### config.mk
export PLATFORM = sky130hd
export DESIGN_NAME = pwd_programmer
export DESIGN_NICKNAME = d
export VERILOG_FILES = /design/src/rtl/lock_pkg.sv /design/src/rtl/idle_timer.sv /design/src/rtl/pwd_programmer.sv
export SDC_FILE = /design/constraint.sdc
export NUM_CORES = 1
export LEC_CHECK = 0
export BUFFER_PORTS_ARGS = -buffer_cell sky130_fd_sc_hd__buf_4
export CORE_AREA = 5 5 84 86
export CTS_CLUSTER_DIAMETER = 150
export DETAILED_ROUTE_END_ITERATION = 8
export DIE_AREA = 0 0 89 91
export PLACE_DENSITY = 0.8
export REMOVE_ABC_BUFFERS = 1
export SYNTH_ARGS = -nofsm -noshare
export SYNTH_HDL_FRONTEND = slang
export SYNTH_SLANG_ARGS = --single-unit
export TNS_END_PERCENT = 20
### constraint.sdc
create_clock -name clk -period 4.49 [get_ports clk]
set_input_delay 0.6735 -clock clk [delete_from_list [all_inputs] [get_ports clk]]
set_output_delay 0.6735 -clock clk [all_outputs]
set_load 0.01 [all_outputs]
### src/rtl/lock_pkg.sv
// rtl/lock_pkg.sv - shared widths and password-programmer state codes for the lock
package lock_pkg;

   localparam int PW_W    = 7;
   localparam int NUM_SEG = 3;

   // Encodings double as the LED stage code, so they must stay fixed.
   typedef enum logic [3:0] {
      ST_IDLE   = 4'd0,
      ST_NEW0   = 4'd1,
      ST_NEW1   = 4'd2,
      ST_NEW2   = 4'd3,
      ST_CFM0   = 4'd4,
      ST_CFM1   = 4'd5,
      ST_CFM2   = 4'd6,
      ST_COMMIT = 4'd7,
      ST_FAIL   = 4'd8
   } prog_state_t;

   // Entry states accept switch input and can be aborted or time out.
   function automatic logic is_entry(input prog_state_t s);
      return s inside {ST_NEW0, ST_NEW1, ST_NEW2, ST_CFM0, ST_CFM1, ST_CFM2};
   endfunction

endpackage

### src/rtl/idle_timer.sv
// rtl/idle_timer.sv - saturating idle counter; flags the last cycle before TIMEOUT
module idle_timer #(
   parameter int TIMEOUT = 1000000
) (
   input  logic clk,
   input  logic rst,
   input  logic clear,
   input  logic count_en,
   output logic expired
);

   localparam int            CW   = $clog2(TIMEOUT + 1);
   localparam logic [CW-1:0] LAST = CW'(TIMEOUT - 1);
   localparam logic [CW-1:0] TOP  = CW'(TIMEOUT);

   logic [CW-1:0] count;

   // Holds at TOP rather than wrapping so a stale count can never look fresh.
   always_ff @(posedge clk or posedge rst) begin
      if (rst) begin
         count <= '0;
      end else if (clear) begin
         count <= '0;
      end else if (count_en && (count != TOP)) begin
         count <= count + CW'(1);
      end
   end

   assign expired = (count == LAST);

endmodule

### src/rtl/pwd_programmer.sv
// rtl/pwd_programmer.sv - two-pass password entry with atomic commit to the lock's compare registers
module pwd_programmer
   import lock_pkg::*;
#(
   parameter int              TIMEOUT     = 1000000,
   parameter logic [PW_W-1:0] DEFAULT_PWD = '0
) (
   input  logic            clk,
   input  logic            rst,
   input  logic            prog_en,
   input  logic            enter_pulse,
   input  logic            cancel_pulse,
   input  logic [PW_W-1:0] sw,
   output logic [PW_W-1:0] pwd1,
   output logic [PW_W-1:0] pwd2,
   output logic [PW_W-1:0] pwd3,
   output logic            pwd_update,
   output logic            prog_err,
   output logic            busy,
   output logic [3:0]      stage
);

   prog_state_t     state;
   prog_state_t     state_next;
   logic [PW_W-1:0] stg [NUM_SEG];
   logic [PW_W-1:0] cur_stg;
   logic            mismatch;
   logic            in_entry;
   logic            abort;
   logic            take;
   logic            timer_clear;
   logic            timer_expired;

   assign in_entry = is_entry(state);
   assign abort    = cancel_pulse || !prog_en;
   assign take     = in_entry && enter_pulse && !abort;

   always_comb begin
      cur_stg = stg[0];
      case (state)
         ST_CFM1: cur_stg = stg[1];
         ST_CFM2: cur_stg = stg[2];
         default: cur_stg = stg[0];
      endcase
   end

   idle_timer #(
      .TIMEOUT (TIMEOUT)
   ) u_idle_timer (
      .clk      (clk),
      .rst      (rst),
      .clear    (timer_clear),
      .count_en (in_entry),
      .expired  (timer_expired)
   );

   always_ff @(posedge clk or posedge rst) begin
      if (rst) begin
         state <= ST_IDLE;
      end else begin
         state <= state_next;
      end
   end

   always_comb begin
      state_next  = state;
      timer_clear = 1'b0;
      case (state)
         ST_IDLE: begin
            if (prog_en && enter_pulse) begin
               state_next  = ST_NEW0;
               timer_clear = 1'b1;
            end
         end
         ST_NEW0, ST_NEW1, ST_NEW2, ST_CFM0, ST_CFM1, ST_CFM2: begin
            if (abort) begin
               state_next = ST_IDLE;
            end else if (enter_pulse) begin
               timer_clear = 1'b1;
               case (state)
                  ST_NEW0: state_next = ST_NEW1;
                  ST_NEW1: state_next = ST_NEW2;
                  ST_NEW2: state_next = ST_CFM0;
                  ST_CFM0: state_next = ST_CFM1;
                  ST_CFM1: state_next = ST_CFM2;
                  // Verdict covers all three segments at once so no single one is revealed.
                  ST_CFM2: state_next = (mismatch || (sw != cur_stg)) ? ST_FAIL : ST_COMMIT;
                  default: state_next = ST_IDLE;
               endcase
            end else if (timer_expired) begin
               state_next = ST_FAIL;
            end
         end
         ST_COMMIT, ST_FAIL: state_next = ST_IDLE;
         default:            state_next = ST_IDLE;
      endcase
   end

   // Staging survives an abort; only a new pass overwrites it.
   always_ff @(posedge clk or posedge rst) begin
      if (rst) begin
         for (int i = 0; i < NUM_SEG; i++) begin
            stg[i] <= '0;
         end
         mismatch <= 1'b0;
      end else if (take) begin
         case (state)
            ST_NEW0: stg[0] <= sw;
            ST_NEW1: stg[1] <= sw;
            ST_NEW2: begin
               stg[2]   <= sw;
               mismatch <= 1'b0;
            end
            default: begin
               if (sw != cur_stg) begin
                  mismatch <= 1'b1;
               end
            end
         endcase
      end
   end

   always_ff @(posedge clk or posedge rst) begin
      if (rst) begin
         pwd1 <= DEFAULT_PWD;
         pwd2 <= DEFAULT_PWD;
         pwd3 <= DEFAULT_PWD;
      end else if (state == ST_COMMIT) begin
         pwd1 <= stg[0];
         pwd2 <= stg[1];
         pwd3 <= stg[2];
      end
   end

   assign pwd_update = (state == ST_COMMIT);
   assign prog_err   = (state == ST_FAIL);
   assign busy       = (state != ST_IDLE);
   assign stage      = state;

endmodule
# After elaboration in Yosys (flattened, before gate mapping)
# Cells that the tools add are included.
# totals
elab_cells	60
ff_bits	67
output_inout_bits	28
input_bits	12
# classes
n_eq_ne	13
mux	16
bitwise_logic	1
n_addsub	1
reduce_logical	20
# op_table
op	n
$mux W20	2
$pmux W4 S6	1
$add A20 B1 Y20 const B	1
$eq A20 B20 Y1 const B	1
$mux W4	5
$ne A20 B20 Y1 const B	1
$eq A4 B3 Y1 const B	4
$pmux W7 S2	1
$eq A4 B2 Y1 const B	2
$pmux W4 S2	1
$reduce_and A2 Y1	4
$ne A7 B7 Y1	1
$reduce_bool A6 Y1	1
$reduce_or A6 Y1	1
$eq A4 B1 Y1 const B	1
$eq A4 B4 Y1 const B	1
$logic_and A1 B1 Y1	4
$logic_not A4 Y1	1
$mux W1	4
$ne A4 B4 Y1 const B	1
$pmux W1 S2	2
$reduce_bool A2 Y1	2
$reduce_bool A4 Y1	1
$reduce_and A3 Y1	1
other kinds (5)	7

# Longest topological paths before layout
# depth
depth_word	9
ltp_mapped	9
ltp_nobuf	8

# By module
# Synthesis repeated with hierarchy kept, for this count alone.
# unflattened
hier_cells	341
area_unflattened_um2	3582.2
# modules_own_cells
module	instances	area_per_inst_um2	seq_area_each_um2	cells_each
pwd_programmer	1	2432.3	1176.1	218
idle_timer	1	1149.9	500.5	123

# Least setup slack after synthesis
# No wires, ideal clock.
# synth_path
path_kind	flip-flop to output port
start	register state[3], in the netlist stage[3]
end	output pwd_update
required_ns	3.817
path_buffers	2
path_stages_with_launch	6
path_slack_ns	2.416
t_arrival_ns	1.400
path_cell_list	dfrtp_1 > buf_2 > nor2b_1 > nand2_2 > clkbuf_1 > inv_1
# synth_between
elab_chain_len	1
# synth_lines
item	line	source
start: declaration	pwd_programmer.sv:23	prog_state_t state;
start signal: assignment	pwd_programmer.sv:61	state <= state_next;
$eq A4 B3 Y1	pwd_programmer.sv:135	assign pwd_update = (state == ST_COMMIT);
end: declaration	pwd_programmer.sv:17	output logic pwd_update,
# Every way passes these cells.

# Worst setup path after layout
# layout_path
start	register state[2], in the netlist stage[2]
end	output pwd_update
# Same word-level chain as after synthesis.

==> run_results.csv <==
group,metric,value,unit
clock_tree,cts.repair.resized,0,
logic_synthesis,async_flop_share,1.00,
place,dp.cells,428,
sta,maxSlewHeadroom,0.454,
sta,worst_pin_slew,0.819,ns
worst_setup_path,regToRegSetupSlack,2.04,ns
global_route,grt_antenna_before_repair,0,
clock_tree,cts_tree,"done",
global_route,track_usage,0.204,
global_route,grt_max_degree,35,
worst_setup_path,cp.arrival,2.11,ns
finish,final_util,0.657,
logic_synthesis,seq_area_frac_synth,0.469,
finish,area_growth,13.8,%
sta,clock.fmax,359,MHz
logic_synthesis,yosysTopAreaCell,"dfrtp_1",
floorplan,die_area,8100,sq um
detailed_routing,avgRoutedWirePerCell,16.9,um
power_and_ir_drop,powerDensity,425,nW/um^2
logic_synthesis,synth_area_per_cell,10.9,sq um
detailed_routing,vias,2652,
detailed_routing,drc,0,
logic_synthesis,synth_seq_cells,67,
detailed_routing,drt_iter0_drc,199,
detailed_routing,first_pass_iters,4,
floorplan,num_rows,29,
detailed_routing,ant_nets,0,
sta,hold_violations,0,
floorplan,core_area,6200,sq um
worst_setup_path,cp-end-kind,"output pin",
finish,design_area,4070,sq um
detailed_routing,wirelength,7520,um
power_and_ir_drop,power.leakage,1.98,nW
clock_tree,hold_buffers,0,
sta,rsz0062_at_grt,"no",
finish,final_common_cell,"dfrtp_1",
clock_tree,cts-buffers-inserted,9,
finish,seqCellArea,1680,sq um
finish,drive_gt1_frac,0.283,
global_route,grt_overflow,0,
job,max-cap-violations,0,
place,gp_congestion,0.869,
logic_synthesis,synth_cell_type_count,53,
finish,final_cell_mix,"dfrtp_1, buf_4, nor2_1",
logic_synthesis,ys_top_cells_by_area,"dfrtp_1, mux2_2, mux2_4, xor2_1, nor2_1",
clock_tree,cts-root-buf,"clkbuf_8",
sta,setup_viol,0,
logic_synthesis,synth_edf_count,0,
floorplan,ios,40,
worst_setup_path,required,3.82,ns
logic_synthesis,ys_warn_count,0,
sta,tns,0,ns
sta,layout_min_cycle_time,2.79,ns
floorplan,fp.dieH,91,um
worst_setup_path,worstRegToRegCells,5,
worst_setup_path,setup.worst_path.start_class,"flip-flop",
place,dp_hpwl,5200,um
power_and_ir_drop,p_total,1.73,mW
clock_tree,path_clk_slew,0.07,ns
detailed_routing,viasPerCell,5.97,
global_route,grt_first_pass_wirelength,13000,um
clock_tree,postCtsSetupRepairBufs,0,
clock_tree,clock-sinks,67,
worst_setup_path,critPathKind,"reg2out",
logic_synthesis,ys.flop_type,"dfrtp_1",
min_path,min-delay-path-class,"in2async",
sta,period_share,0.621,
logic_synthesis,syn_inst,327,
logic_synthesis,syn-cell-area,3580,sq um
power_and_ir_drop,vdd_ir_drop_max,277,uV
place,postPlaceCellArea,3880,sq um
finish,fillerInstances,521,
clock_tree,htree_num_levels,3,
clock_tree,clkLatencyLatePin,0.34,ns
status,status,"finished clean",
finish,final_cells,444,
finish,diodes,0,
finish,finalNetCount,376,
floorplan,initial_core_util,0.577,
logic_synthesis,synth_top_area_frac,0.469,
sta,fin_worst_skew,0.00719,ns
worst_setup_path,critPathMaxFanout,27,
sta,final_max_slew_viol_count,0,
finish,multi_input_comb_area,1760,sq um
floorplan,die_w,89,um
place,port_buffers,39,
clock_tree,clock_path_buffers,2,
global_route,grt_pass1_vias,2708,
-- metrics by stage --
| step | hold slack, ns | setup slack, ns |
|---|---|---|
| 4_1_cts | 0.476 | 1.70 |
| 3_5_place_dp | 0.472 | 2.07 |
| 5_1_grt | 0.508 | 1.52 |
| 2_1_floorplan | 0.481 | 2.13 |
| 6_report | 0.459 | 1.70 |
| 3_3_place_gp | 0.463 | 2.03 |
-- synth_stat cells (7+ instances only) --
cell type and number:
nand2_1 13, nand2b_1 8, o21ai_0 15, inv_1 10, nor2_1 24, nor2b_1 7
mux2_2 21, buf_2 7, nand3_1 13, and3_1 10, nand4_1 8, xnor2_1 8
mux2_4 14, o21ai_1 7, xor2_1 14, dfrtp_1 67
-- per-layer routing --
metal | up-vias | track usage | wire, um
met5 | - | 0 | 0
met1 | 1309 | 0.266 | 3190
met3 | 15 | 0.0471 | 455
li1 | 1239 | - | -
met4 | 0 | 0.0831 | 139
met2 | 89 | 0.325 | 3730
-- path summary, 6_finish.rpt --
check,endpoint,start
max,pwd_update,stage[2]
max reg2reg,stg[8],stage[0]
min reg2reg,pwd3[1],pwd3[1]
min in group clk,pwd3[1],pwd3[1]
min,u_idle_timer.count[15],rst
max in group asynchronous,stg[12],rst
-- layout make-up --
type                       instances  area share
tap                               77      0.0236
sequential                        67       0.412
clock buffer                      11      0.0347
clock inverter                     5      0.0129
inverter                          10     0.00921
timing repair buffer              41      0.0756
multi-input combinational        233       0.432
-- sequential cells by signal, summed over array words and instances, names as in the netlist --
| signal | count |
|---|---|
| pwd1 | 7 |
| pwd2 | 7 |
| mismatch | 1 |
| stg | 21 |
| pwd3 | 7 |
| stage | 4 |
| u_idle_timer.count | 20 |
-- cell families after synthesis --
| logic type | synth area share |
|---|---|
| buffers and inverters | 0.0392 |
| AND/OR/NAND/NOR | 0.206 |
| flip-flops | 0.469 |
| XOR/XNOR | 0.0538 |
| multiplexers | 0.130 |
| AO/OA/AOI/OAI | 0.0951 |
| adder cells (fa/ha/maj) | 0.00699 |
-- power by group --
part           leakage (nW)  internal [mW]  total [mW]  switching (mW)
combinational         0.967          0.222       0.438           0.217
clock                0.0991          0.269       0.495           0.227
sequential            0.914          0.688       0.797           0.109
-- worst max-delay path: stages (launching register included) --
cell and delay, ns:
dfrtp_1 0.61, nor2b_1 0.46, nand2_2 0.43, inv_1 0.14, buf_4 0.13
Note: power is estimated with default switching activity, not from simulation.
